### src/rtl/pipe_ctrl.sv
// Pipeline sequencer for the 5-stage in-order core: run/halt FSM, load-use
// interlock, branch flush, data-memory freeze and saturating perf counters.
module pipe_ctrl #(
  parameter int RA_W         = 5,
  parameter int DRAIN_CYCLES = 2,
  parameter int CNT_W        = 16
) (
  input  logic             clk,
  input  logic             rst_n,
  input  logic             start,
  input  logic             halt_req,
  input  logic [RA_W-1:0]  id_rs1,
  input  logic [RA_W-1:0]  id_rs2,
  input  logic             id_use_rs1,
  input  logic             id_use_rs2,
  input  logic             ex_is_load,
  input  logic [RA_W-1:0]  ex_rd,
  input  logic             ex_br_taken,
  input  logic             mem_busy,
  output logic             pipe_en,
  output logic             stall_if_id,
  output logic             stall_id_ex,
  output logic             stall_ex_mem,
  output logic             stall_mem_wb,
  output logic             flush_if_id,
  output logic             flush_id_ex,
  output logic             pc_we,
  output logic             running,
  output logic             halted,
  output logic [CNT_W-1:0] stall_cnt,
  output logic [CNT_W-1:0] flush_cnt
);

  localparam int DW = $clog2(DRAIN_CYCLES + 1);

  typedef enum logic [1:0] {
    ST_IDLE,
    ST_RUN,
    ST_DRAIN,
    ST_HALTED
  } state_e;

  state_e         state_q, state_d;
  logic [DW-1:0]  drain_cnt_q;
  logic [CNT_W-1:0] stall_cnt_q, flush_cnt_q;
  logic           load_use;
  logic           stall_inc, flush_inc;

  // x0 is hardwired zero, so a load targeting it never creates a hazard.
  assign load_use = ex_is_load && (ex_rd != '0) &&
                    ((id_use_rs1 && (id_rs1 == ex_rd)) ||
                     (id_use_rs2 && (id_rs2 == ex_rd)));

  // State register and drain counter.
  // NOTE: sequential state uses non-blocking (<=) so every flop samples
  // pre-edge values; blocking here would create order-dependent races.
  always_ff @(posedge clk or negedge rst_n) begin
    if (!rst_n) begin
      state_q     <= ST_IDLE;
      drain_cnt_q <= '0;
    end else begin
      state_q <= state_d;
      if (state_q == ST_RUN && state_d == ST_DRAIN)
        drain_cnt_q <= DW'(DRAIN_CYCLES);
      else if (state_q == ST_DRAIN && !mem_busy)
        drain_cnt_q <= drain_cnt_q - DW'(1);
    end
  end

  // Next-state logic.
  always_comb begin
    // NOTE: assigning a default first keeps every path driven, so no latch
    // is inferred when a case arm leaves the signal untouched.
    state_d = state_q;
    unique case (state_q)
      ST_IDLE:   if (start) state_d = ST_RUN;
      ST_RUN:    if (halt_req && !mem_busy) state_d = ST_DRAIN;
      ST_DRAIN:  if (!mem_busy && drain_cnt_q == DW'(1)) state_d = ST_HALTED;
      ST_HALTED: state_d = ST_HALTED;
      default:   state_d = ST_IDLE;
    endcase
  end

  // Output logic: same-cycle pipeline controls and counter events.
  always_comb begin
    pipe_en      = 1'b0;
    stall_if_id  = 1'b0;
    stall_id_ex  = 1'b0;
    stall_ex_mem = 1'b0;
    stall_mem_wb = 1'b0;
    flush_if_id  = 1'b0;
    flush_id_ex  = 1'b0;
    pc_we        = 1'b0;
    stall_inc    = 1'b0;
    flush_inc    = 1'b0;
    unique case (state_q)
      ST_RUN: begin
        pipe_en = 1'b1;
        if (mem_busy) begin
          stall_if_id  = 1'b1;
          stall_id_ex  = 1'b1;
          stall_ex_mem = 1'b1;
          stall_mem_wb = 1'b1;
          stall_inc    = 1'b1;
        end else if (halt_req) begin
          flush_if_id = 1'b1;
          flush_id_ex = 1'b1;
        end else if (ex_br_taken) begin
          flush_if_id = 1'b1;
          flush_id_ex = 1'b1;
          pc_we       = 1'b1;
          flush_inc   = 1'b1;
        end else if (load_use) begin
          stall_if_id = 1'b1;
          flush_id_ex = 1'b1;
          stall_inc   = 1'b1;
        end else begin
          pc_we = 1'b1;
        end
      end
      ST_DRAIN: begin
        // Front end is already empty; only the back half can be waiting.
        pipe_en      = 1'b1;
        flush_if_id  = 1'b1;
        flush_id_ex  = 1'b1;
        stall_ex_mem = mem_busy;
        stall_mem_wb = mem_busy;
        stall_inc    = mem_busy;
      end
      default: ;
    endcase
  end

  // Saturating performance counters.
  always_ff @(posedge clk or negedge rst_n) begin
    if (!rst_n) begin
      stall_cnt_q <= '0;
      flush_cnt_q <= '0;
    end else begin
      if (stall_inc && stall_cnt_q != '1) stall_cnt_q <= stall_cnt_q + CNT_W'(1);
      if (flush_inc && flush_cnt_q != '1) flush_cnt_q <= flush_cnt_q + CNT_W'(1);
    end
  end

  assign running   = (state_q == ST_RUN) || (state_q == ST_DRAIN);
  assign halted    = (state_q == ST_HALTED);
  assign stall_cnt = stall_cnt_q;
  assign flush_cnt = flush_cnt_q;

endmodule

### config.mk
export PLATFORM = sky130hd
export DESIGN_NAME = pipe_ctrl
export DESIGN_NICKNAME = d
export VERILOG_FILES = /design/src/rtl/pipe_ctrl.sv
export SDC_FILE = /design/constraint.sdc
export NUM_CORES = 1
export LEC_CHECK = 0
export CORE_UTILIZATION = 42
export CTS_CLUSTER_SIZE = 28
export DETAILED_ROUTE_END_ITERATION = 10
export PLACE_DENSITY = 0.87
export SKIP_CTS_REPAIR_TIMING = 1
export SLEW_MARGIN = 5
export SYNTH_ARGS = -nofsm -noshare
export SYNTH_HDL_FRONTEND = slang
export SYNTH_SLANG_ARGS = --single-unit
### constraint.sdc
create_clock -name clk -period 2 [get_ports clk]
set_clock_uncertainty 0.05 [all_clocks]
set_input_delay 0.4 -clock clk [delete_from_list [all_inputs] [get_ports clk]]
set_output_delay 0.4 -clock clk [all_outputs]
set_load 0.05 [all_outputs]
* Word-level counts from Yosys, hierarchy flattened *
Index checks and enable logic that the tools add are counted.

cells by class
  $add $sub $neg = 3
  muxes and demuxes = 32
  equal/unequal tests = 9
  reductions and logical operators = 17

operator list
  operator                                             count
  adder 16 x 1 -> 16 bit, second input constant        2
  inequality test 16 bit, second input constant        2
  two-way mux 1 bit                                    22
  equality test 5 bit                                  2
  logical AND 1 bit                                    10
  two-way mux 2 bit                                    5
  case mux 1 bit (2 select lines)                      4
  case mux 2 bit (4 select lines)                      1
  equality test 2 bit, second input constant           3
  nonzero test 5 bit                                   1
  equality test 2 x 1 -> 1 bit, second input constant  2
  logical NOT 2 bit                                    1
  logical OR 1 bit                                     2
  nonzero test 2 bit                                   1
  OR reduction 2 bit                                   1
  subtractor 2 x 1 -> 2 bit, second input constant     1
  logical NOT 1 bit                                    1

word-level totals
  input port bits = 24
  flip-flop bits (word level) = 36
  output and inout bits = 42
  word-level logic and storage cells = 65

* Depth between registers and ports, before layout *
Gate-level depths: netlist of run 1.

  depth in word-level cells = 10
  depth in mapped cells = 9
  depth with buffers taken out = 8

* Worst setup path before layout of run 1 *
No wires, ideal clock.

  path type = in2out
  start point = input port ex_rd[1]
  end point = output port pc_we
  stages on the path = 4
  setup slack = -0.988 ns
  data arrival time = 2.538 ns
  path buffers = 0
  required time = 1.550 ns
  path through = or4_4 o21ai_4 and2b_2 a211oi_1

between the ends
  longest elaborated chain between the ends = 9
  elaborated cells between the ends (all ways) = 13
  those cells by class = eq/ne: 2; mux: 5; reduce/logical: 6

RTL lines
  element                                 RTL line  RTL
  start, declared                         17        input logic [RA_W-1:0] ex_rd,
  equality test 5 bit (on tied branches)  51, 52
  logical AND 1 bit (on tied branches)    51, 52
  logical OR 1 bit                        51        ((id_use_rs1 && (id_rs1 == ex_rd)) ||
  logical AND 1 bit *                     50        assign load_use = ex_is_load && (ex_rd != '0) &&
  two-way mux 1 bit *                     113       end else if (load_use) begin
  two-way mux 1 bit *                     108       end else if (ex_br_taken) begin
  two-way mux 1 bit *                     105       end else if (halt_req) begin
  two-way mux 1 bit *                     99        if (mem_busy) begin
  two-way mux 1 bit *                     96        unique case (state_q)
  end, declared                           27        output logic pc_we,

Mark *: on every way between the ends. The rest lies on a longest branch, timed or not.

* Worst setup path in the final report of run 1 *
  start point = input port ex_rd[3]
  end point = output port pc_we

The elaborated chain is that of the path after synthesis.

==> results.json, run 1 <==
{
  "outcome": "finished with violations",
  "violations": "negative setup slack",
  "reg2reg_from": "state_q[1]$_DFF_PN0_",
  "synth_edf_count": 0,
  "setup-tns-final_ns": -1.05,
  "rsz0062_at_grt": "true",
  "timing_hold_violations_final": 0,
  "finalCritPeriodShare": 1.18,
  "cts_htree_levels": 2,
  "grt_max_degree": 37,
  "fin_ws_ns": -0.355,
  "cts_made_buffers": 5,
  "area_growth_syn_to_layout_pct": 70.3,
  "ioPinCount": 66,
  "final_design_area_no_fill_sq_mm": 0.00356,
  "insertion_delay_ns": 0.29,
  "fin_nets": 355,
  "multiInputGateArea_sq_mm": 0.00133,
  "slew_headroom": 0.643,
  "path_max_fanout": 3,
  "hpwl_um": 3790,
  "crit_required_ns": 1.55,
  "finalSetupViolCount": 7,
  "num_vias": 1991,
  "ff2ff_path_depth": 8,
  "yosys_most_used_dff": "dfrtp_1",
  "yosys-top-cells-count": "dfrtp_1, xnor2_1, nand2_1, nor2_1, nand4_1",
  "synth_area_per_cell_sq_um": 10.2,
  "synth_simple_gate_area_share": 0.232,
  "vias_per_cell": 5.08,
  "final_cells": 392,
  "endpoint_kind": "primary output",
  "placed_area_sq_mm": 0.00314,
  "r2r_slack_ns": -0.05,
  "layout-drive-gt1-share": 0.480,
  "fin_hold_ws_ns": 0.0945,
  "portBuffers": 65,
  "r2r_end": "drain_cnt_q[1]$_DFFE_PN0P_",
  "p_leak_nw": 1.68,
  "track_usage": 0.203,
  "critPathKind": "in2out",
  "worstSetupStartpoint": "ex_rd[3]",
  "ys_seq_area_frac": 0.431,
  "synth_top_family_by_area": "simple AND/OR/NAND/NOR gates",
  "diodes": 0,
  "synthDominantCellAreaShare": 0.431,
  "syn-num-nets": 236,
  "root_buffer": "clkbuf_8",
  "grt_pass1_vias": 1851,
  "synth_cells": 205,
  "core-area_sq_mm": 0.00475,
  "antenna_found_initial": 0,
  "synth_fa_ha_area_frac": 0.0419,
  "synthArstFlopShare": 1.00,
  "numPlacedInstances": 364,
  "worstMarginPinSlew_ns": 0.534,
  "drc": 0,
  "wirelength_um": 5530,
  "die_w_um": 72.5,
  "clkSlewWorstSetupHoldPaths_ns": 0.08,
  "synth-seq-cells": 36,
  "die_y_um": 72.5,
  "critical_path.startpoint_type": "primary input",
  "antenna_left": 0,
  "setup.worst_path.end": "pc_we",
  "dp_slack_ns": -0.655,
  "grt.overflow.total": 0,
  "grt_pass1_wl_um": 8340,
  "start_util": 0.439,
  "dieArea_sq_mm": 0.00526,
  "synth.area.mux_share": 0.0162,
  "ys_warn_count": 0,
  "fin_crit_ns": 2.35,
  "gp_congestion": 0.873,
  "synth_cell_type_count": 42,
  "clockBufferDepth": 2,
  "maxCapViolCount": 0,
  "power-per-cell-area_mw_per_mm2": 1190,
  "max_freq_mhz": 425,
  "drt_first_pass_iters": 5,
  "peakVddDrop_mv": 1.05,
  "clkSinkCount": 36,
  "drv_slew": 0,
  "synth_most_common_cell": "dfrtp_1",
  "cts_tree": "yes",
  "seqCellArea_sq_um": 917,
  "synth_area_leader_cell": "dfrtp_1",
  "rows": 25,
  "min_path_type": "in2async",
  "cp.arrival_ns": 1.90,
  "synth_xor_area_frac": 0.163,
  "synth_area_leaders": "dfrtp_1, xnor2_1, nand4_1",
  "synth_compound_area_frac": 0.0796,
  "syn-cell-area_sq_mm": 0.00209,
  "drt_iter0_drc": 57,
  "filler_cell_count": 357,
  "routedWlPerCell_um": 14.1
}
## worst min-delay path by stage
stage                                      end  slack [ns]  start  depth (start not counted)
floorplan           drain_cnt_q[0]$_DFFE_PN0P_        0.05  rst_n                          0
global placement      flush_cnt[1]$_DFFE_PN0P_        0.41  rst_n                          2
detailed placement    flush_cnt[4]$_DFFE_PN0P_        0.42  rst_n                          2
CTS                  flush_cnt[14]$_DFFE_PN0P_        0.11  rst_n                          2
global route         flush_cnt[14]$_DFFE_PN0P_        0.12  rst_n                          2
finish               flush_cnt[14]$_DFFE_PN0P_        0.09  rst_n                          2
## area by class of cell
type	count	area share
clock inverter	3	0.0120
multi-input combinational	157	0.373
sequential	36	0.258
inverter	9	0.0102
clock buffer	5	0.0193
tap	67	0.0236
timing repair buffer	115	0.305
## critical path, cell delays in order
cell and delay [ns]:
buf_6 0.09, or4_4 0.54, o21ai_4 0.16, and2b_2 0.26, a211oi_4 0.28, buf_12 0.17
## per-layer routing
metal	GRT usage	vias up	share of wire
met5	0	-	0
met4	0.0479	0	0.0092
met3	0.0528	9	0.061
met2	0.357	68	0.51
met1	0.249	962	0.42
li1	-	952	-
## power by group
group	internal (mW)	switching [mW]
combinational	1.27	1.35
sequential	0.852	0.137
clock	0.369	0.264
total	2.49	1.75
## kinds of logic after synthesis
kind of cell | count (synthesis)
AOI/OAI and AO/OA | 19
xor gates and xnor gates | 39
muxes | 3
buffers and inverters | 13
DFF | 36
adders and majority gates | 7
and+or+nand+nor | 88
## stage by stage
| stage | power (mW) | utilization |
|---|---|---|
| floorplan | 2.41 | - |
| global placement | 3.19 | 0.660 |
| detailed placement | 3.24 | 0.660 |
| CTS | 3.88 | 0.684 |
| global route | 4.47 | 0.748 |
| finish | 4.24 | 0.748 |
## flip-flops by register name, indices dropped and copies added (netlist names)
name	cells
flush_cnt	16
state_q	2
stall_cnt	16
drain_cnt_q	2
## layout by cell type (no fill, tap or decap), types with 3 or more instances in the layout
cell / count
buf_4: 70
buf_12: 7
mux2_2: 3
inv_1: 7
buf_6: 10
nand3_1: 7
xor2_1: 5
nor2_2: 3
dfrtp_1: 23
dfrtp_2: 13
clkbuf_8: 5
nand2_1: 21
nor2_1: 14
dlymetal6s2s_1: 14
clkdlybuf4s50_1: 12
nand3_2: 3
nand4_1: 16
ha_4: 5
o21ai_4: 3
a21oi_1: 3
xnor2_1: 33
Power figures use the tool's default switching activity.
==> run 2: changes to the inputs <==
--- a/config.mk
+++ b/config.mk
@@ -10,7 +10,7 @@
 export DETAILED_ROUTE_END_ITERATION = 10
 export PLACE_DENSITY = 0.87
 export SKIP_CTS_REPAIR_TIMING = 1
-export SLEW_MARGIN = 5
+export SLEW_MARGIN = 20
 export SYNTH_ARGS = -nofsm -noshare
 export SYNTH_HDL_FRONTEND = slang
 export SYNTH_SLANG_ARGS = --single-unit
==> results of run 2 <==
Final layout, timing and power as in run 1 (identical DEF).
